## src/rtl/adc_spi_frame_rx.sv

```systemverilog
// SPI master front end for an ADS1299-style ADC in continuous-read mode.
// Waits for a DRDY falling edge, then reads one status word plus N_CH channel words.
`timescale 1ns/1ps

module adc_spi_frame_rx #(
    parameter int unsigned SCLK_DIV  = 4,
    parameter int unsigned N_CH      = 8,
    parameter int unsigned WORD_BITS = 24
) (
    input  logic                 clk,
    input  logic                 rst,
    input  logic                 enable,
    input  logic                 drdy_n,
    input  logic                 miso,
    output logic                 sclk,
    output logic                 cs_n,
    output logic [WORD_BITS-1:0] sample_out,
    output logic [2:0]           ch_out,
    output logic                 sample_valid,
    output logic [WORD_BITS-1:0] status_word,
    output logic                 status_valid,
    output logic                 busy,
    output logic                 overrun,
    output logic [7:0]           overrun_count
);

    localparam int unsigned DivW  = (SCLK_DIV > 1) ? $clog2(SCLK_DIV) : 1;
    localparam int unsigned BitW  = (WORD_BITS > 1) ? $clog2(WORD_BITS) : 1;
    localparam int unsigned WordW = $clog2(N_CH + 1);

    typedef enum logic [1:0] {StIdle, StCsSetup, StShift, StCsHold} state_e;

    state_e                 state_q, state_d;
    logic [DivW-1:0]        div_q, div_d;
    logic [BitW-1:0]        bit_q, bit_d;
    logic [WordW-1:0]       word_q, word_d;
    logic [WORD_BITS-2:0]   shift_q, shift_d;
    logic                   sclk_q, sclk_d;
    logic                   cs_n_q, cs_n_d;
    logic                   last_q, last_d;
    logic [WORD_BITS-1:0]   sample_q, sample_d;
    logic [2:0]             ch_q, ch_d;
    logic                   sample_valid_q, sample_valid_d;
    logic [WORD_BITS-1:0]   status_q, status_d;
    logic                   status_valid_q, status_valid_d;
    logic                   overrun_q, overrun_d;
    logic [7:0]             overrun_count_q, overrun_count_d;

    // Two sync stages plus one history stage; all reset high so reset never fakes an edge.
    logic drdy_s1_q, drdy_s2_q, drdy_s3_q;
    logic drdy_edge;
    logic div_end;
    logic [WORD_BITS-1:0] word_bits;

    assign drdy_edge = drdy_s3_q & ~drdy_s2_q;
    assign div_end   = (div_q == DivW'(SCLK_DIV - 1));
    assign word_bits = {shift_q, miso};

    always_comb begin
        state_d         = state_q;
        div_d           = div_q;
        bit_d           = bit_q;
        word_d          = word_q;
        shift_d         = shift_q;
        sclk_d          = sclk_q;
        cs_n_d          = cs_n_q;
        last_d          = last_q;
        sample_d        = sample_q;
        ch_d            = ch_q;
        sample_valid_d  = 1'b0;
        status_d        = status_q;
        status_valid_d  = 1'b0;
        overrun_d       = 1'b0;
        overrun_count_d = overrun_count_q;

        if (drdy_edge && (state_q != StIdle)) begin
            overrun_d = 1'b1;
            if (overrun_count_q != 8'hFF) begin
                overrun_count_d = overrun_count_q + 8'd1;
            end
        end

        unique case (state_q)
            StIdle: begin
                if (drdy_edge && enable) begin
                    state_d = StCsSetup;
                    cs_n_d  = 1'b0;
                    div_d   = '0;
                    bit_d   = '0;
                    word_d  = '0;
                    last_d  = 1'b0;
                end
            end
            StCsSetup: begin
                if (div_end) begin
                    div_d   = '0;
                    sclk_d  = 1'b1;
                    state_d = StShift;
                end else begin
                    div_d = div_q + 1'b1;
                end
            end
            StShift: begin
                if (!div_end) begin
                    div_d = div_q + 1'b1;
                end else begin
                    div_d = '0;
                    if (sclk_q) begin
                        // Falling SCLK edge: ADC data is stable, capture it.
                        sclk_d  = 1'b0;
                        shift_d = word_bits[WORD_BITS-2:0];
                        if (bit_q == BitW'(WORD_BITS - 1)) begin
                            bit_d  = '0;
                            word_d = word_q + 1'b1;
                            if (word_q == '0) begin
                                status_d       = word_bits;
                                status_valid_d = 1'b1;
                            end else begin
                                sample_d       = word_bits;
                                ch_d           = 3'(word_q - 1'b1);
                                sample_valid_d = 1'b1;
                            end
                            if (word_q == WordW'(N_CH)) begin
                                last_d = 1'b1;
                            end
                        end else begin
                            bit_d = bit_q + 1'b1;
                        end
                    end else if (last_q) begin
                        // Final low half-period done; no further rising edge.
                        state_d = StCsHold;
                    end else begin
                        sclk_d = 1'b1;
                    end
                end
            end
            StCsHold: begin
                if (div_end) begin
                    div_d   = '0;
                    cs_n_d  = 1'b1;
                    state_d = StIdle;
                end else begin
                    div_d = div_q + 1'b1;
                end
            end
            default: state_d = StIdle;
        endcase
    end

    always_ff @(posedge clk) begin
        if (rst) begin
            drdy_s1_q       <= 1'b1;
            drdy_s2_q       <= 1'b1;
            drdy_s3_q       <= 1'b1;
            state_q         <= StIdle;
            div_q           <= '0;
            bit_q           <= '0;
            word_q          <= '0;
            shift_q         <= '0;
            sclk_q          <= 1'b0;
            cs_n_q          <= 1'b1;
            last_q          <= 1'b0;
            sample_q        <= '0;
            ch_q            <= '0;
            sample_valid_q  <= 1'b0;
            status_q        <= '0;
            status_valid_q  <= 1'b0;
            overrun_q       <= 1'b0;
            overrun_count_q <= '0;
        end else begin
            drdy_s1_q       <= drdy_n;
            drdy_s2_q       <= drdy_s1_q;
            drdy_s3_q       <= drdy_s2_q;
            state_q         <= state_d;
            div_q           <= div_d;
            bit_q           <= bit_d;
            word_q          <= word_d;
            shift_q         <= shift_d;
            sclk_q          <= sclk_d;
            cs_n_q          <= cs_n_d;
            last_q          <= last_d;
            sample_q        <= sample_d;
            ch_q            <= ch_d;
            sample_valid_q  <= sample_valid_d;
            status_q        <= status_d;
            status_valid_q  <= status_valid_d;
            overrun_q       <= overrun_d;
            overrun_count_q <= overrun_count_d;
        end
    end

    assign sclk          = sclk_q;
    assign cs_n          = cs_n_q;
    assign sample_out    = sample_q;
    assign ch_out        = ch_q;
    assign sample_valid  = sample_valid_q;
    assign status_word   = status_q;
    assign status_valid  = status_valid_q;
    assign busy          = (state_q != StIdle);
    assign overrun       = overrun_q;
    assign overrun_count = overrun_count_q;

endmodule
```

## config.mk

```make
export PLATFORM = sky130hd
export DESIGN_NAME = adc_spi_frame_rx
export DESIGN_NICKNAME = d
export VERILOG_FILES = /design/src/rtl/adc_spi_frame_rx.sv
export SDC_FILE = /design/constraint.sdc
export NUM_CORES = 1
export LEC_CHECK = 0
export CAP_MARGIN = 20
export CORE_ASPECT_RATIO = 0.8
export CORE_UTILIZATION = 41
export CTS_CLUSTER_SIZE = 16
export DETAILED_ROUTE_END_ITERATION = 7
export PLACE_DENSITY = 0.69
export SLEW_MARGIN = 20
export SYNTH_ARGS = -nofsm -noshare
export SYNTH_HDL_FRONTEND = slang
export SYNTH_SLANG_ARGS = --single-unit
```

## constraint.sdc

```tcl
create_clock -name clk -period 4.7 [get_ports clk]
set_clock_uncertainty 0.1 [all_clocks]
set_input_delay 0.94 -clock clk [delete_from_list [all_inputs] [get_ports clk]]
set_output_delay 0.94 -clock clk [all_outputs]
set_load 0.05 [all_outputs]
```

-- After elaboration in Yosys (flattened, before gate mapping)
Index checks and enable logic that the tools add are counted.
- $add $sub $neg: 5
- multiply operators: 0
- div/mod/pow operators: 0
- $lt $le $gt $ge: 0
- equality and inequality tests: 16
- shifts and indexed selects: 0
- multiplexer cells: 35
- bitwise logic cells: 7
- reductions and logical operators: 20
- operators by type and width (operator ; number):
    5-bit two-way mux ; 4
    2-bit inequality test, second input constant ; 9
    2-bit two-way mux ; 8
    4-bit two-way mux ; 4
    5-bit AND reduction ; 3
    1-bit two-way mux ; 12
    6-bit AND reduction ; 2
    5-bit case mux with 2 select lines ; 1
    3-bit AND reduction ; 3
    8-bit by 1-bit adder with 8-bit output, second input constant ; 1
    8-bit inequality test, second input constant ; 1
    2-bit case mux with 4 select lines ; 1
    4-bit case mux with 2 select lines ; 1
    2-bit nonzero test ; 4
    2-bit == test, second input constant ; 3
    1-bit NOT ; 6
    1-bit case mux with 2 select lines ; 3
    5-bit by 1-bit adder with 5-bit output, second input constant ; 1
    5-bit == test, second input constant ; 1
    5-bit OR reduction ; 1
    4-bit by 1-bit adder with 4-bit output, second input constant ; 1
    4-bit == test, second input constant ; 1
    4-bit zero test ; 1
    2-bit case mux with 2 select lines ; 1
    other kinds (9) ; 10
- flip-flop bits (word level): 104
- latch bits: 0
- memory bits (writable): 0
- ROM bits: 0
- word-level logic and storage cells: 101
- memories kept: 0

-- Depth between registers and ports, before layout
Gate-level depths: netlist of run 1.
- depth after elaboration: 6
- mapped depth: 8

-- Least setup slack after synthesis of run 1
No wires, ideal clock.
- path kind: register to output
- start: register state_q[0]
- end: output port busy
- data arrival time: 1.127 ns
- required time: 3.660 ns
- path slack: 2.533 ns
- stages on the path, launching flop included: 5
- path buffers: 1
- cells stage by stage: dfxtp_1 inv_1 ha_1 buf_6 inv_1
- word-level cells in the longest chain between the ends: 1
- RTL lines (item ; RTL line ; text):
    from (decl) ; 33 ; state_e state_q, state_d;
    from (signal assigned) ; 155 ; state_q <= StIdle;
    from (signal assigned) ; 174 ; state_q <= state_d;
    2-bit nonzero test ; 199 ; assign busy = (state_q != StIdle);
    to (decl) ; 22 ; output logic busy,
Every way passes these cells.

-- Final worst setup path of run 1
Ends and elaborated chain as after synthesis.

==> results of run 1 <==
[per-layer routing]
metal | track usage | routed length, microns
met3 | 0.0390 | 410
met4 | 0.0563 | 97
met5 | 0 | 0
met2 | 0.292 | 4170
met1 | 0.245 | 4390
[worst max-delay path, stage by stage, from the launching register on]
cell and delay, ps:
dfxtp_1 410, inv_1 110, ha_1 330, inv_1 230, clkdlybuf4s50_1 850
[layout make-up]
| type | instances | area share |
|---|---|---|
| clock inverters | 4 | 0.00582 |
| clock buffers | 12 | 0.0478 |
| multi-input cells | 356 | 0.366 |
| well taps | 136 | 0.0330 |
| repair buffers | 71 | 0.138 |
| flip-flops and latches | 104 | 0.403 |
| inverters | 9 | 0.00655 |
[metrics by stage]
step / utilization / hold slack, ps / instance area [sq um] / setup slack, ps
floorplan: - / 289 / 4170 / 2530
global placement: 0.498 / 299 / 4870 / 1800
detailed placement: 0.498 / 298 / 4870 / 1660
CTS: 0.527 / 313 / 5150 / 1430
global route: 0.528 / 338 / 5160 / 1330
finish: 0.528 / 310 / 5160 / 1400
[power by group through the flow]
stage | sequential, mW | clock (mW) | combinational [mW]
3_5_place_dp | 0.940 | 0 | 0.250
3_3_place_gp | 0.938 | 0 | 0.240
5_1_grt | 0.922 | 0.746 | 0.279
6_report | 0.921 | 0.697 | 0.252
4_1_cts | 0.920 | 0.709 | 0.251
2_1_floorplan | 0.942 | 0 | 0.195
[cell usage after synthesis (2+ instances only)]
cell type / n
a211oi_1: 2
a21o_1: 2
a21oi_1: 84
a2bb2oi_1: 2
a311oi_1: 2
a31oi_1: 3
and3_1: 2
buf_2: 9
buf_6: 6
clkbuf_1: 14
dfxtp_1: 104
ha_1: 10
inv_1: 9
mux2_2: 2
mux2i_1: 3
nand2_1: 150
nand2b_1: 2
nand3_1: 10
nand3b_1: 5
nand4b_1: 2
nor2_1: 20
nor2b_1: 2
nor3_1: 5
nor3_4: 2
o211ai_1: 2
o21ai_0: 9
or2_2: 4
or3_1: 4
xnor2_1: 2
xor2_1: 2
[registers in the layout, summed over array words and instances (netlist names), 2 cells and up]
register / flops
sample_out: 24
status_word: 24
shift_q: 23
overrun_count: 8
bit_q: 5
word_q: 4
ch_out: 3
div_q: 2
state_q: 2
[cell families after synthesis]
logic type,synth area share
compound gates,0.153
buf+inv,0.0477
xor+xnor,0.00840
fa+ha+maj,0.0300
simple gates,0.249
mux,0.0126
flops,0.499
[cells in the final DEF, fill, tap and decap left out, types with 3 or more instances in the layout]
cell type / netlist / final
nand2_1: 150 / 150
dfxtp_1: 104 / 104
a21oi_1: 84 / 84
clkdlybuf4s50_1: 0 / 68
nor2_1: 20 / 20
nand3_1: 10 / 10
ha_1: 10 / 10
inv_1: 9 / 9
o21ai_0: 9 / 9
clkbuf_16: 0 / 9
nand3b_1: 5 / 5
nor3_1: 5 / 5
or3_1: 4 / 4
or2_2: 4 / 4
a31oi_1: 3 / 3
mux2i_1: 3 / 3
[worst paths after layout]
path,startpoint,end,cells past startpoint
worst max-delay path,state_q[0],busy,4
worst min-delay path,drdy_s1_q,drdy_s2_q,1
worst max register to register,state_q[0],sample_out[5],6
worst min register to register,drdy_s1_q,drdy_s2_q,1
==> results.cfg, run 1 <==
[hold_path]
hp-class = reg2reg

[yosys]
synthCells = 498
async_flop_share = 0
yosys_most_used_dff = dfxtp_1
ys_ff_latch = 104
seq_area_frac_synth = 0.499
synth_area_leaders = dfxtp_1, nand2_1, a21oi_1, ha_1, nor2_1
syn_area_sq_mm = 0.00417
syn_nets = 513
synth_top_area_frac = 0.499
yosysWarnings = 0
avgSynthCellArea_sq_um = 8.37
synth_edf_count = 0
synth_cell_type_count = 53
synth_largest_area_cell = dfxtp_1

[pwr]
power.switching_uw = 506
p_clk_frac = 0.373
intPower_mw = 1.36
vdd_ir_drop_max_mv = 0.216
swShare = 0.270
power_mw = 1.87
power.density_mw_per_mm2 = 362
p_seq_frac = 0.492
p_comb_frac = 0.135
total_leakage_power_nw = 1.75

[floorplanning]
pin_count = 70
dieArea_sq_mm = 0.0106
core.rowCount = 32
core_sq_mm = 0.00977
start_util = 0.427
die_y_microns = 92.2
die_width_microns = 115

[cts]
tritoncts = done
cts_resized = 0
path_clk_slew_ps = 70
cts_max_level = 3
clock_latency_ps = 340
cts_setup_buffers = 0
cts.sinks = 104
root_buffer = clkbuf_16
cts_hold_buf = 0
max-clock-path-buffers = 2
cts_inserted_buffers = 9

[cells_and_area]
final-seq-area_sq_mm = 0.00208
multi_input_area_sq_mm = 0.00189
instances_no_fill = 692
fillerInstances = 976
diodes = 0
drive_above_1_share = 0.0576
area_growth_pct = 23.8
finalNetCount = 566

[placement]
dp.cells = 675
place_hpwl_microns = 5880
placement.io_buffers = 69
gp_congestion = 0.762

[drt]
wl_per_cell_microns = 13.1
drtIter0Drc = 210
via_per_inst = 5.06
wirelength_microns = 9070
drc = 0
dr.pass1.iters = 5
ant_nets = 0
via_count = 3501

[worst_setup_path]
path_max_fanout = 9
worst_setup_path_end_kind = primary output
r2r_slack_ps = 1620
critPathKind = reg2out
cp.required_ps = 3660
start_kind = flip-flop
worstPathArrival_ps = 2260

[global_route]
grt_max_degree = 103
grt_pass1_vias = 3153
grt_use_total = 0.182
grt_pass1_wl_microns = 15400
gr-total-overflow = 0
antenna_found_initial = 0

[sta]
slew_headroom = 0.322
setup_viol = 0
setup_tns_ps = 0
fin_crit_sh = 0.702
finalMaxSlewViolations = 0
rsz0062_at_grt = false
worst_pin_slew_ps = 1020
period_needed_ps = 3300
timing.final.hold_violations = 0
fmaxAchievable_mhz = 303

[flow_run]
max_cap_violations = 0

[status]
outcome = completed
Note: power is estimated with default switching activity, not from simulation.
==> run 2: changes to the inputs <==
clock period = 3.4 ns   (was 4.7 ns; I/O delays follow)
==> run 2 against run 1 <==
First-iteration DRC count fell by 17%. Utilization grew 0.42 points. Total power up 41%. Largest cell class unchanged.
==> results.cfg, run 2 (synthesized netlist as in run 1, its figures left out) <==
[status]
outcome = completed

[worst_setup_path]
path_max_fanout = 9
endpoint = busy
start_kind = flip-flop
cpMaxStageDelayCell = clkdlybuf4s50_1
rr_endpoint = sample_out[16]
reg2reg_from = state_q[0]
crit_top_cell = inv_1
reg2reg_depth = 8
worst_setup_path_end_kind = primary output
cp.required_ps = 2620
critPathKind = reg2out
crit_cells = 4
worst-path-buf-inv = 3
worstPathArrival_ps = 2170
crit_chain = inv_1, ha_1, inv_1, clkdlybuf4s50_1
max_stage_delay_ps = 830
r2r_slack_ps = 950
critPathLaunch = state_q[0]
critPathTopFamily = buffers and inverters

[placement]
dp.cells = 680
gp_congestion = 0.782
place_hpwl_microns = 5890
placed_cell_area_sq_mm = 0.00491
place_ws_ps = 817
placement.io_buffers = 69

[drt]
ant_nets = 0
via_per_inst = 5.01
wl_per_cell_microns = 13.0
wirelength_microns = 9040
dr.pass1.iters = 4
via_count = 3482
drtIter0Drc = 174
drc = 0

[cells_and_area]
instances_no_fill = 695
final_cell_area_sq_mm = 0.00520
fillerInstances = 930
final_common_cell = nand2_1
drive_above_1_share = 0.0662
diodes = 0
final_cell_mix = nand2_1, dfxtp_1, a21oi_1
area_growth_pct = 24.8
utilization = 0.533
finalNetCount = 570

[global_route]
antenna_found_initial = 0
grt_use_total = 0.184
grt_pass1_vias = 3188
grt_pass1_wl_microns = 15400
gr-total-overflow = 0
grt_max_degree = 76

[pwr]
power.density_mw_per_mm2 = 508
power_mw = 2.64
total_leakage_power_nw = 1.78
vdd_ir_drop_max_mv = 0.319

[sta]
whs_ps = 311
setup_ws_ps = 453
rsz0062_at_grt = false
fmaxAchievable_mhz = 339
finalMaxSlewViolations = 0
slew_headroom = 0.496
timing.final.hold_violations = 0
period_needed_ps = 2950
worst_pin_slew_ps = 757
setup_viol = 0
fin_crit_sh = 0.867
setup_tns_ps = 0

[floorplanning]
dieArea_sq_mm = 0.0106
pin_count = 70
core.rowCount = 32
core_sq_mm = 0.00977
die_y_microns = 92.2
start_util = 0.427
die_width_microns = 115

[cts]
cts_max_level = 3
path_clk_slew_ps = 60
root_buffer = clkbuf_16
cts.sinks = 104
tritoncts = done
cts_resized = 0
cts_setup_buffers = 0
cts_hold_buf = 0
clock_latency_ps = 340
cts_inserted_buffers = 9
max-clock-path-buffers = 2

[flow_run]
max_cap_violations = 0

[hold_path]
hp-class = reg2reg
## run 2: final cells by class
type	instances	area, sq um	area share
clock buffers	10	239	0.0459
clock inverters	5	56.3	0.0108
inverters	9	33.8	0.00649
multi-input cells	356	1890	0.363
flip-flops and latches	104	2080	0.400
well taps	136	170	0.0327
repair buffers	75	733	0.141
## run 2: power by group
group          total, mW  switching [mW]  internal [mW]
combinational      0.345           0.220          0.125
sequential          1.27          0.0296           1.24
clock               1.03           0.438          0.587
## run 2: worst min path at each step
stage / depth (start not counted) / endpoint / start
6_report: 1 / drdy_s2_q / drdy_s1_q
5_1_grt: 1 / drdy_s2_q / drdy_s1_q
4_1_cts: 1 / drdy_s2_q / drdy_s1_q
3_5_place_dp: 1 / drdy_s2_q / drdy_s1_q
3_3_place_gp: 1 / drdy_s2_q / drdy_s1_q
2_1_floorplan: 1 / drdy_s2_q / drdy_s1_q
## run 2: routing by layer
metal  vias up  global-route usage  part of all wire
met5         -                   0                 0
met4         0              0.0617             0.012
met3        10              0.0496             0.043
met2        66               0.280              0.44
met1      1617               0.250              0.50
li1       1789                   -                 -
## run 2: worst reg2reg max path, cell delays in order, from the launching register on
cell and delay [ps]:
dfxtp_1 340, inv_1 120, ha_1 500, nand3_4 90
buf_4 260, nor3_4 450, buf_4 330, nand2_1 100
a21oi_1 120
==> run 3: changes to the inputs <==
PLACE_DENSITY = default   (was 0.69)
PLACE_DENSITY_LB_ADDON = 0.12   (was default)
RECOVER_POWER = 100   (was default)
==> run 3 against run 2 <==
Cell count increased by 0.14%. Clock power decreased by 9%. Critical endpoint unchanged. The run now ends with max-capacitance violations, max-slew violations left. Combinational power is 4% lower. Die area unchanged.
==> results.cfg, run 3 (synthesized netlist as in run 1, its figures left out) <==
[worst_setup_path]
start_kind = flip-flop
r2r_slack_ps = 610
reg2reg_depth = 7
max_stage_delay_ps = 890
critPathKind = reg2out
reg2reg_from = state_q[0]
cp.required_ps = 2620
crit_top_cell = inv_1
cpMaxStageDelayCell = dlygate4sd3_1
crit_chain = inv_1, ha_1, inv_1, dlygate4sd3_1
critPathTopFamily = buffers and inverters
rr_endpoint = sample_out[12]
path_max_fanout = 9
worst-path-buf-inv = 3
worstPathArrival_ps = 2190
worst_setup_path_end_kind = primary output

[cells_and_area]
area_growth_pct = 23.2
diodes = 0
drive_above_1_share = 0.0518
finalNetCount = 570
final_cell_mix = nand2_1, dfxtp_1, a21oi_1
final_common_cell = nand2_1
final_cell_area_sq_mm = 0.00513
utilization = 0.526

[cts]
path_clk_slew_ps = 70
cts_setup_buffers = 0
cts_resized = 0
tritoncts = done
cts_inserted_buffers = 9
root_buffer = clkbuf_16
cts.sinks = 104
max-clock-path-buffers = 2
cts_hold_buf = 0
clock_latency_ps = 340
cts_max_level = 3

[placement]
gp_congestion = 0.742
place_hpwl_microns = 5830
placed_cell_area_sq_mm = 0.00491
placement.io_buffers = 69

[floorplanning]
dieArea_sq_mm = 0.0106
core.rowCount = 32
die_y_microns = 92.2
die_width_microns = 115
pin_count = 70
core_sq_mm = 0.00977
start_util = 0.427

[pwr]
p_comb_frac = 0.130
p_seq_frac = 0.501
total_leakage_power_nw = 1.96
power.density_mw_per_mm2 = 495
vdd_ir_drop_max_mv = 0.335
swShare = 0.270
intPower_mw = 1.85
power_mw = 2.54
p_clk_frac = 0.369
power.switching_uw = 686

[drt]
wl_per_cell_microns = 13.2
ant_nets = 0
dr.pass1.iters = 4
wirelength_microns = 9190
drtIter0Drc = 196
via_per_inst = 4.99
drc = 0
via_count = 3473

[sta]
whs_ps = 318
slew_headroom = -0.115
period_needed_ps = 2970
setup_viol = 0
worst_pin_slew_ps = 1670
fin_crit_sh = 0.872
rsz0062_at_grt = false
finalMaxSlewViolations = 85
fmaxAchievable_mhz = 337
setup_tns_ps = 0
timing.final.hold_violations = 0

[global_route]
grt_pass1_vias = 3221
grt_use_total = 0.186
grt_max_degree = 85
gr-total-overflow = 0
grt_pass1_wl_microns = 15400
antenna_found_initial = 0

[hold_path]
hold_depth = 1
hold_end = drdy_s2_q
min_from = drdy_s1_q
hp-class = reg2reg

[status]
failed_checks = max-capacitance violations, max-slew violations
outcome = finished, violations left

[flow_run]
max_cap_violations = 1
-- run 3: per-stage QoR --
step	std cells	setup slack (ps)
floorplan	498	1370
global placement	680	892
detailed placement	680	846
CTS	696	469
global route	696	301
finish	696	435
-- run 3: how the worst max path moves through the flow --
stage	startpoint	end	slack (ps)	cells past startpoint
after detailed placement	state_q[0]	busy	850	4
after global routing	state_q[0]	busy	300	4
after global placement	state_q[0]	busy	890	4
after floorplan	state_q[0]	word_q[0]	1370	7
after CTS	state_q[0]	busy	470	4
final	state_q[0]	busy	430	4
-- run 3: metal layers --
metal  vias up  share of wire  track usage
met5         -              0            0
met4         0          0.012       0.0584
met3        10          0.047       0.0509
met2        74           0.44        0.289
met1      1602           0.50        0.249
li1       1787              -            -
-- run 3: cell type report --
cell class / count / area, sq um
Clock buffer: 10 / 229
Clock inverter: 6 / 36.3
Tap cell: 136 / 170
Multi-Input combinational cell: 356 / 1870
Sequential cell: 104 / 2080
Fill cell: 959 / 4630
Timing Repair Buffer: 75 / 716
Inverter: 9 / 33.8
-- run 3: power by group through the flow --
stage	sequential, mW	combinational (mW)	clock [mW]
global placement	1.30	0.336	0
detailed placement	1.30	0.343	0
finish	1.27	0.331	0.937
global route	1.28	0.368	1.01
CTS	1.27	0.344	0.963
floorplan	1.30	0.269	0
